`src/rtl/pipe_ctrl.sv`:
```
// pipe_ctrl: pipeline sequencing controller for the five-stage core.
// Arbitrates exception, multi-cycle EX and load-use requests into a
// per-stage freeze vector, issues a one-cycle flush with redirect PC,
// and keeps a saturating count of PC-stall cycles.
module pipe_ctrl #(
  parameter int MC_W = 6,
  parameter int PC_W = 32
) (
  input  logic            clk,
  input  logic            rst,
  input  logic            stallreq_id,
  input  logic            ex_mc_start,
  input  logic [MC_W-1:0] ex_mc_cycles,
  input  logic            ex_mc_done,
  input  logic            excp_req,
  input  logic [PC_W-1:0] excp_pc,
  output logic [5:0]      stall,
  output logic            flush,
  output logic [PC_W-1:0] new_pc,
  output logic            mc_busy,
  output logic [31:0]     stall_cnt
);

  typedef enum logic [1:0] {
    RUN     = 2'd0,
    MC_WAIT = 2'd1,
    FLUSH   = 2'd2
  } state_t;

  // Freeze patterns: load-use holds PC..ID/EX, multi-cycle also holds
  // EX/MEM, and an exception additionally holds MEM/WB until the flush.
  localparam logic [5:0] STALL_NONE = 6'b000000;
  localparam logic [5:0] STALL_LU   = 6'b000111;
  localparam logic [5:0] STALL_MC   = 6'b001111;
  localparam logic [5:0] STALL_EXC  = 6'b011111;

  state_t          state, state_nxt;
  logic [MC_W-1:0] cnt, cnt_nxt;
  logic            load_pc;

  // Next-state, down-counter and stall vector; exception beats multi-cycle beats load-use.
  always_comb begin
    state_nxt = state;
    cnt_nxt   = cnt;
    stall     = STALL_NONE;
    load_pc   = 1'b0;
    if (!rst) begin
      case (state)
        RUN: begin
          if (excp_req) begin
            stall     = STALL_EXC;
            load_pc   = 1'b1;
            cnt_nxt   = '0;
            state_nxt = FLUSH;
          end else if (ex_mc_start && (ex_mc_cycles >= MC_W'(2))) begin
            stall     = STALL_MC;
            cnt_nxt   = ex_mc_cycles - MC_W'(1);
            state_nxt = MC_WAIT;
          end else if (ex_mc_start && (ex_mc_cycles == MC_W'(1))) begin
            stall = STALL_MC;
          end else if (stallreq_id) begin
            stall = STALL_LU;
          end
        end
        MC_WAIT: begin
          stall = STALL_MC;
          if (excp_req) begin
            stall     = STALL_EXC;
            load_pc   = 1'b1;
            cnt_nxt   = '0;
            state_nxt = FLUSH;
          end else if ((cnt == MC_W'(1)) || ex_mc_done) begin
            cnt_nxt   = '0;
            state_nxt = RUN;
          end else begin
            cnt_nxt = cnt - MC_W'(1);
          end
        end
        FLUSH: begin
          state_nxt = RUN;
        end
        default: begin
          state_nxt = RUN;
          cnt_nxt   = '0;
        end
      endcase
    end
  end

  // State and multi-cycle counter registers.
  always_ff @(posedge clk) begin
    if (rst) begin
      state <= RUN;
      cnt   <= '0;
    end else begin
      state <= state_nxt;
      cnt   <= cnt_nxt;
    end
  end

  // Registered flush/redirect and busy flag, derived from the upcoming state.
  always_ff @(posedge clk) begin
    if (rst) begin
      flush   <= 1'b0;
      new_pc  <= '0;
      mc_busy <= 1'b0;
    end else begin
      flush   <= (state_nxt == FLUSH);
      mc_busy <= (state_nxt == MC_WAIT);
      if (load_pc) begin
        new_pc <= excp_pc;
      end
    end
  end

  // Saturating count of cycles in which the PC was frozen.
  always_ff @(posedge clk) begin
    if (rst) begin
      stall_cnt <= '0;
    end else if (stall[0] && (stall_cnt != 32'hFFFF_FFFF)) begin
      stall_cnt <= stall_cnt + 32'd1;
    end
  end

endmodule

```
`config.mk`:
```
export PLATFORM = sky130hd
export DESIGN_NAME = pipe_ctrl
export DESIGN_NICKNAME = d
export VERILOG_FILES = /design/src/rtl/pipe_ctrl.sv
export SDC_FILE = /design/constraint.sdc
export NUM_CORES = 1
export LEC_CHECK = 0
export CAP_MARGIN = 25
export CORE_MARGIN = 2
export CORE_UTILIZATION = 25
export CTS_CLUSTER_DIAMETER = 80
export DETAILED_ROUTE_END_ITERATION = 12
export GPL_TIMING_DRIVEN = 0
export PLACE_DENSITY = 0.57
export SETUP_SLACK_MARGIN = 0.1
export SLEW_MARGIN = 5
export SYNTH_ARGS = -nofsm -noshare
export SYNTH_HDL_FRONTEND = slang
export SYNTH_SLANG_ARGS = --single-unit
```
`constraint.sdc`:
```
create_clock -name clk -period 2.7 [get_ports clk]
set_input_delay 0.54 -clock clk [delete_from_list [all_inputs] [get_ports clk]]
set_output_delay 0.54 -clock clk [all_outputs]
set_load 0.05 [all_outputs]
```
# After elaboration in Yosys (flattened, before gate mapping)
# Index checks and enable logic that the tools add are counted.
[classes]
n_addsub = 3
mul = 0
div_mod_pow = 0
magnitude_cmp = 1
eq_ne = 8
n_shift = 0
muxes = 21
bitwise = 1
n_reduce_logical = 7
[op_table]
columns = ["operator", "count"]
rows = [
  ["32-bit by 1-bit adder with 32-bit output, second input constant", 1],
  ["32-bit != test, second input constant", 1],
  ["6-bit two-way mux", 4],
  ["6-bit one-hot mux with 3 select lines", 1],
  ["5-bit two-way mux", 3],
  ["6-bit by 1-bit == test with 1-bit output, second input constant", 2],
  ["6-bit by 1-bit subtractor with 6-bit output, second input constant", 2],
  ["2-bit two-way mux", 5],
  ["5-bit one-hot mux with 2 select lines", 1],
  ["4-bit two-way mux", 2],
  ["6-bit by 2-bit >= comparator with 1-bit output, second input constant", 1],
  ["2-bit by 1-bit == test with 1-bit output, second input constant", 2],
  ["2-bit == test, second input constant", 2],
  ["2-bit one-hot mux with 2 select lines", 1],
  ["1-bit logical AND", 3],
  ["1-bit two-way mux", 3],
  ["3-bit two-way mux", 1],
  ["3-bit != test, second input constant", 1],
  ["2-bit zero test", 1],
  ["2-bit AND reduction", 1],
  ["2-bit OR reduction", 1],
  ["1-bit logical OR", 1],
  ["1-bit NOT", 1],
]
[word_totals]
ff_bits = 74
latchBits = 0
ram_bits = 0
mem_bits_ro = 0
input_bits = 44
out_inout_bits = 72
wordCells = 47
n_memories = 0

# Logic depth before layout (Yosys ltp)
# Gate-level depths: netlist of run 1.
[depth]
ltp_word = 8
ltp_mapped = 9
mapped_depth_nobuf = 7

# Least setup slack after synthesis of run 1
# No wires, ideal clock.
[synth_timing]
path_type = "input to output"
from = "in ex_mc_cycles[1]"
to = "out stall[1]"
t_arrival_ns = 2.214
required_ns = 2.160
setup_slack_ns = -0.054
path_stages = 9
path_buffers = 3
path_cell_list = "inv_1 -> ha_1 -> nor4_1 -> nand3_2 -> nand2_2 -> buf_6 -> buf_2 -> inv_1 -> buf_4"
[synth_between]
elab_chain_len = 7
word_cells_on_any_way = 9
classes_between = "order compare (1); eq/ne (1); mux (5); reduce/logical (2)"
[synth_rtl]
columns = ["item", "line_no", "rtl"]
rows = [
  ["start: declaration", "13", "input logic [MC_W-1:0] ex_mc_cycles,"],
  ["branches (longest 3 deep; another with 6-bit by 2-bit >= comparator with 1-bit output)", "-", ""],
  ["4-bit two-way mux *", "55", "end else if (ex_mc_start && (ex_mc_cycles >= MC_W'(2))) begin"],
  ["5-bit two-way mux *", "50", "if (excp_req) begin"],
  ["5-bit one-hot mux with 2 select lines *", "48", "case (state)"],
  ["5-bit two-way mux *", "47", "if (!rst) begin"],
  ["end: declaration", "17", "output logic [5:0] stall,"],
]
# Mark *: on every way between the ends.

# Final worst setup path of run 1
[layout_timing]
from = "in ex_mc_cycles[0]"
to = "out stall[1]"
# Same word-level chain as after synthesis.

==> results of run 1 <==
[area by class of cell]
type	instances	area [µm²]	share of cell area [%]
Multi-Input combinational cell	315	1960	36.0
Sequential cell	74	1480	27.2
Timing Repair Buffer	122	1190	21.9
Clock buffer	12	256	4.71
Tap cell	180	225	4.13
Buffer	30	205	3.77
Clock inverter	4	73.8	1.35
Inverter	12	51.3	0.941
[flip-flops by register name, summed over array words and instances, names as in the netlist]
signal,flops
cnt,6
flush,1
mc_busy,1
new_pc,32
stall_cnt,32
state,2
[what timing repair did]
item / in CTS / in global routing
hold buffers: 0 / 0
resized for setup: 61 / 11
buffers inserted: 5 / 3
endpoints found under the setup margin: 5 / 4
pin swaps: 6 / 6
[per-layer routing]
| layer | GRT usage [%] | share of wire [%] | vias up |
|---|---|---|---|
| met3 | 5.91 | 7.5 | 15 |
| li1 | - | - | 1832 |
| met5 | 0 | 0 | - |
| met4 | 5.33 | 1.6 | 0 |
| met1 | 17.4 | 43 | 1715 |
| met2 | 24.5 | 47 | 90 |
[synth_stat cells, types with 3 or more instances]
master and count:
nor4_1 7, nand3_1 15, and3_1 3, or4_1 17, nand4_1 5, mux2_1 3
nor2_1 12, ha_1 6, o21ai_0 44, nor2b_1 3, nor3b_1 5, or3_1 7
nand4_4 3, buf_6 3, nor3_1 10, clkbuf_1 17, dfxtp_1 74, and4_1 5
o31ai_1 14, nand2_1 84, xnor2_1 4, o311ai_0 5, buf_4 6, a21oi_1 24
buf_2 4, o41ai_1 5, inv_1 11
[worst register-to-register path, cell delays in order (launching register included)]
cell	delay, ns
dfxtp_1	0.45
and4_1	0.23
buf_4	0.16
nand4_2	0.19
nor3_2	0.33
buf_4	0.23
buf_4	0.19
o311ai_0	0.12
o41ai_1	0.10
[power breakdown]
part	leakage (µW)	internal [µW]	switching (µW)
Clock	0.000163	860	477
Sequential	0.000604	1140	33.3
Combinational	0.00108	215	334
[stage by stage]
stage / total power, µW / setup slack, ns
finish: 3060 / 0.158
floorplan: 1520 / 0.111
CTS: 3090 / 0.106
global route: 3180 / 0.0773
global placement: 1720 / -1.12
detailed placement: 1730 / -1.12
[cells by family after synthesis]
group	after synthesis	synth area share, %
XOR/XNOR	4	0.980
adder cells (fa/ha/maj)	6	2.10
buffers and inverters	42	5.81
AND/OR/NAND/NOR	190	29.4
flip-flops	74	41.4
other	1	0.105
multiplexers	4	1.23
AO/OA/AOI/OAI	110	18.9
[worst max path at each step]
stage	depth (start not counted)	end	slack (ns)	start
CTS	9	stall[1]	0.11	ex_mc_cycles[3]
detailed placement	11	stall[1]	-1.12	ex_mc_cycles[0]
floorplan	9	stall[1]	0.11	ex_mc_cycles[0]
global placement	11	stall[1]	-1.12	ex_mc_cycles[0]
finish	11	stall[1]	0.16	ex_mc_cycles[0]
global route	11	stall[1]	0.08	ex_mc_cycles[0]
==> results.txt, run 1 <==
status: finished, final reports clean
Distinct cells, synth: 55
layout cells sized above 1: 12.7%
clk buf depth: 2
Skew-Pair Late Insertion Delay: 0.34 ns
n_diodes: 0
Max Slew Vio Count: 0
Synth Cell Area: 3570 µm²
die area: 15,300 µm²
Arr. time, crit path: 2.00 ns
Initial Utilization: 25.7%
CP most frequent cell: buf_8
width of the die: 124 µm
R2R Path End: stall_cnt[3]
reg2reg setup slack: 0.61 ns
Site Rows: 43
cell taking the most area after synthesis: dfxtp_1
drt initial violations: 204
Gate Count Post-Synth: 431
GP Congestion: 0.840
H-tree depth: 3
RSZ-0062 raised after global routing: true
WP buf/inv: 7
commonest non-fill, non-tap cell in the layout: clkdlybuf4s50_1
slowest cell on the critical path: nor4_4
Synth Flop Type: dfxtp_1
hold endpoint: new_pc[8]
Crit path required time: 2.16 ns
Root Driver: clkbuf_16
largest net degree at the start of global routing: 13
CP endpoint kind: primary output
largest fanout on the critical path: 5
placed cells: 725
cell count of the worst hold path: 2
Mapped Nets: 481
Boundary Pins: 116
vias in the first global route: 3,626
register area share after synthesis: 41.4%
first-pass GRT wire length: 17,600 µm
DR WL/cell: 14.6 µm
crit path time final: 2.54 ns
Overall Global Routing Usage: 14.8%
critical path's top delay family: buffers and inverters
Die Y: 124 µm
antenna violations before repair: 0
syn avg cell area: 8.29 µm²
Critical Path Max Stage Delay: 0.36 ns
placed cell area: 5010 µm²
startpoint types: input pin
hold_sp: new_pc[8]
Filler cells: 1,411
Peak VDD IR: 329 µV
nets: 614
Worst Hold Class: flop to flop
Synth top area share: 41.4%
Post-synth EDFFs: 0
TritonCTS clock tree: done
Slew headroom: 61.7%
Post-DRT Antenna Nets: 0
synth warn: 0
Setup Crit Path Kind: input pin to primary output
cells along the critical path: buf_8 > inv_4 > ha_4 > nor4_4 > nand3_4 > nand2_4 > buf_8 > buf_8 > clkinvlp_4 > buf_8 > buf_8
total CTS buffers: 9
share of synthesized registers carrying an async set or reset: 0%
clk slew on worst S/H paths: 0.06 ns
setup_tns: 0 ns
Total Wirelength: 10,900 µm
DR vias/cell: 4.88
FMAX: 0.393 GHz
Clock Skew: 0.00514 ns
Core Util, Final: 39.1%
top cells by area in the synthesized netlist: dfxtp_1 41%, nand2_1 8.8%, o21ai_0 6.2%
Leak: 0.00185 µW
Setup-failing EPs final: 0
Core Footprint: 13,900 µm²
max_cap viols: 0
post-route clock period utilization: 94.2%
dpl hpwl: 8010 µm
worst r2r src: stall_cnt[13]
hold_ws: 0.457 ns
most frequent cells in the layout: 99 x clkdlybuf4s50_1, 84 x nand2_1, 74 x dfxtp_1
Finished Layout Cells: 749
grt ovf: 0
post-route cell area: 5450 µm²
DRC viols: 0
Vias: 3,652
Area Growth Syn to Fin: 52.4%
Cell Pwr Density: 562 nW/µm²
Sink Count: 74
PortBufs: 114
flops & latches, synth: 74
R2R cell count: 8
slew of the pin with the lowest slew margin: 0.574 ns
final hold vios: 0
DRT Pass-1 Iters: 4
Power figures use the tool's default switching activity.
==> run 2: changes to the inputs <==
- CORE_ASPECT_RATIO: default -> 0.75
==> results.txt, run 2 (synthesis results as in run 1) <==
slew of the pin with the lowest slew margin: 0.588 ns (+0.0137 ns)
PortBufs: 114 (unchanged)
Tot Pwr: 2980 µW (-2.7%)
Leak: 0.00183 µW (-0.75%)
area occupied by registers: 1480 µm² (unchanged)
Cell Pwr Density: 550 nW/µm² (-2.2%)
Setup Crit Path Kind: input pin to primary output
Die Y: 108 µm (-13%)
met2 usage: 23.2% (-1.3 points)
post-route clock period utilization: 94.0% (-0.13 points)
reg2reg setup slack: 0.60 ns (about the same)
drt initial violations: 204 (unchanged)
CP endpoint kind: primary output
Sink Count: 74 (unchanged)
DR vias/cell: 4.92 (+0.86%)
startpoint types: input pin
width of the die: 142 µm (+15%)
FMAX: 0.394 GHz (+0.14%)
max_cap viols: 0 (unchanged)
largest net degree at the start of global routing: 13 (unchanged)
Skew-Pair Late Insertion Delay: 0.33 ns (about the same)
Arr. time, crit path: 2.00 ns (about the same)
hold_buf cts: 0 (unchanged)
n_diodes: 0 (unchanged)
commonest non-fill, non-tap cell in the layout: clkdlybuf4s50_1
nets: 614 (unchanged)
crit path time final: 2.54 ns (-0.00352 ns)
Clock Skew: 0.00510 ns (-0.0000378 ns)
Crit path required time: 2.16 ns (about the same)
grt met3 use: 3.38% (-2.5 points)
Setup-failing EPs final: 0 (unchanged)
Vias: 3,654 (+0.055%)
placed cell area: 5000 µm² (-0.12%)
layout cells sized above 1: 12.5% (-0.15 points)
TritonCTS clock tree: done
first-pass GRT wire length: 17,800 µm (+1.5%)
die area: 15,300 µm² (about the same)
Slew headroom: 60.8% (-0.91 points)
DRC viols: 0 (unchanged)
GP Congestion: 0.781 (-7.0%)
H-tree depth: 3 (unchanged)
Initial Utilization: 25.8% (+0.17 points)
antenna violations before repair: 0 (unchanged)
DR WL/cell: 14.8 µm (+1.6%)
dpl hpwl: 8400 µm (+4.9%)
GRT busiest layer: met2
Overall Global Routing Usage: 14.7% (-0.11 points)
area of the multi-input gates: 1970 µm² (+0.32%)
Total Wirelength: 11,000 µm (+0.78%)
clk slew on worst S/H paths: 0.06 ns (about the same)
Max Slew Vio Count: 0 (unchanged)
most frequent cells in the layout: 99 x clkdlybuf4s50_1, 84 x nand2_1, 74 x dfxtp_1
DRT Pass-1 Iters: 5 (+1)
final hold vios: 0 (unchanged)
Peak VDD IR: 296 µV (-10%)
RSZ-0062 raised after global routing: false
Root Driver: clkbuf_16
Site Rows: 37 (-14%)
Filler cells: 1,384 (-1.9%)
Core Util, Final: 39.1% (+0.045 points)
vias in the first global route: 3,460 (-4.6%)
biggest regs: new_pc: 32 flops, stall_cnt: 32 flops, cnt: 6 flops
Worst Hold Class: flop to flop
largest fanout on the critical path: 5 (unchanged)
Post-DRT Antenna Nets: 0 (unchanged)
post-route cell area: 5420 µm² (-0.55%)
Boundary Pins: 116 (unchanged)
Area Growth Syn to Fin: 51.6%
clk buf depth: 2 (unchanged)
total CTS buffers: 9 (unchanged)
status: finished, final reports clean
met1 Use GR: 20.5% (+3.0 points)
grt ovf: 0 (unchanged)
Core Footprint: 13,800 µm² (-0.66%)
[run 2: repair_timing]
action	4_1_cts	5_1_grt
setup endpoints to repair	5	3
buffers inserted	6	3
gates resized for setup	64	4
pin swaps	6	5
[run 2: routing by layer]
metal  vias up  wire length, µm
met5         -                0
met2        74             5080
met4         0               95
met1      1738             5360
met3         7              478
li1       1835                -
[run 2: through the flow]
stage / hold WS, ns / setup TNS [ns] / std cells / setup WS (ns)
final: 0.456 / 0 / 743 / 0.161
after CTS: 0.458 / 0 / 741 / 0.137
after floorplan: 0.435 / 0 / 431 / 0.111
after detailed placement: 0.451 / -6.96 / 720 / -1.21
after global routing: 0.481 / 0 / 743 / 0.0998
after global placement: 0.443 / -5.56 / 720 / -1.19
[run 2: final cells by class]
class	count	share of cell area [%]
repair buffers	123	22.1
clock inverters	6	1.52
inverters	12	0.900
well taps	175	4.04
flip-flops and latches	74	27.3
plain buffers	29	3.63
clock buffers	9	4.16
multi-input cells	315	36.3
[run 2: where the power goes]
part           total [µW]  switching [µW]  leakage [µW]  internal [µW]
clock network        1250             455      0.000151            799
registers            1180            34.0      0.000604           1140
logic                 548             333       0.00108            216
[run 2: final timing paths]
path                                      start           end  depth (start not counted)
worst max-delay path            ex_mc_cycles[1]      stall[2]                         10
worst min-delay path                 new_pc[24]    new_pc[24]                          2
worst max register to register    stall_cnt[13]  stall_cnt[3]                          8
worst min register to register       new_pc[24]    new_pc[24]                          2
[run 2: critical path: stages]
cell and delay (ns):
buf_4 0.14, ha_4 0.16, nor4_4 0.35, nand3_4 0.13, nand2_4 0.09, buf_6 0.10, buf_8 0.09, clkinvlp_4 0.11
buf_8 0.14, buf_8 0.14
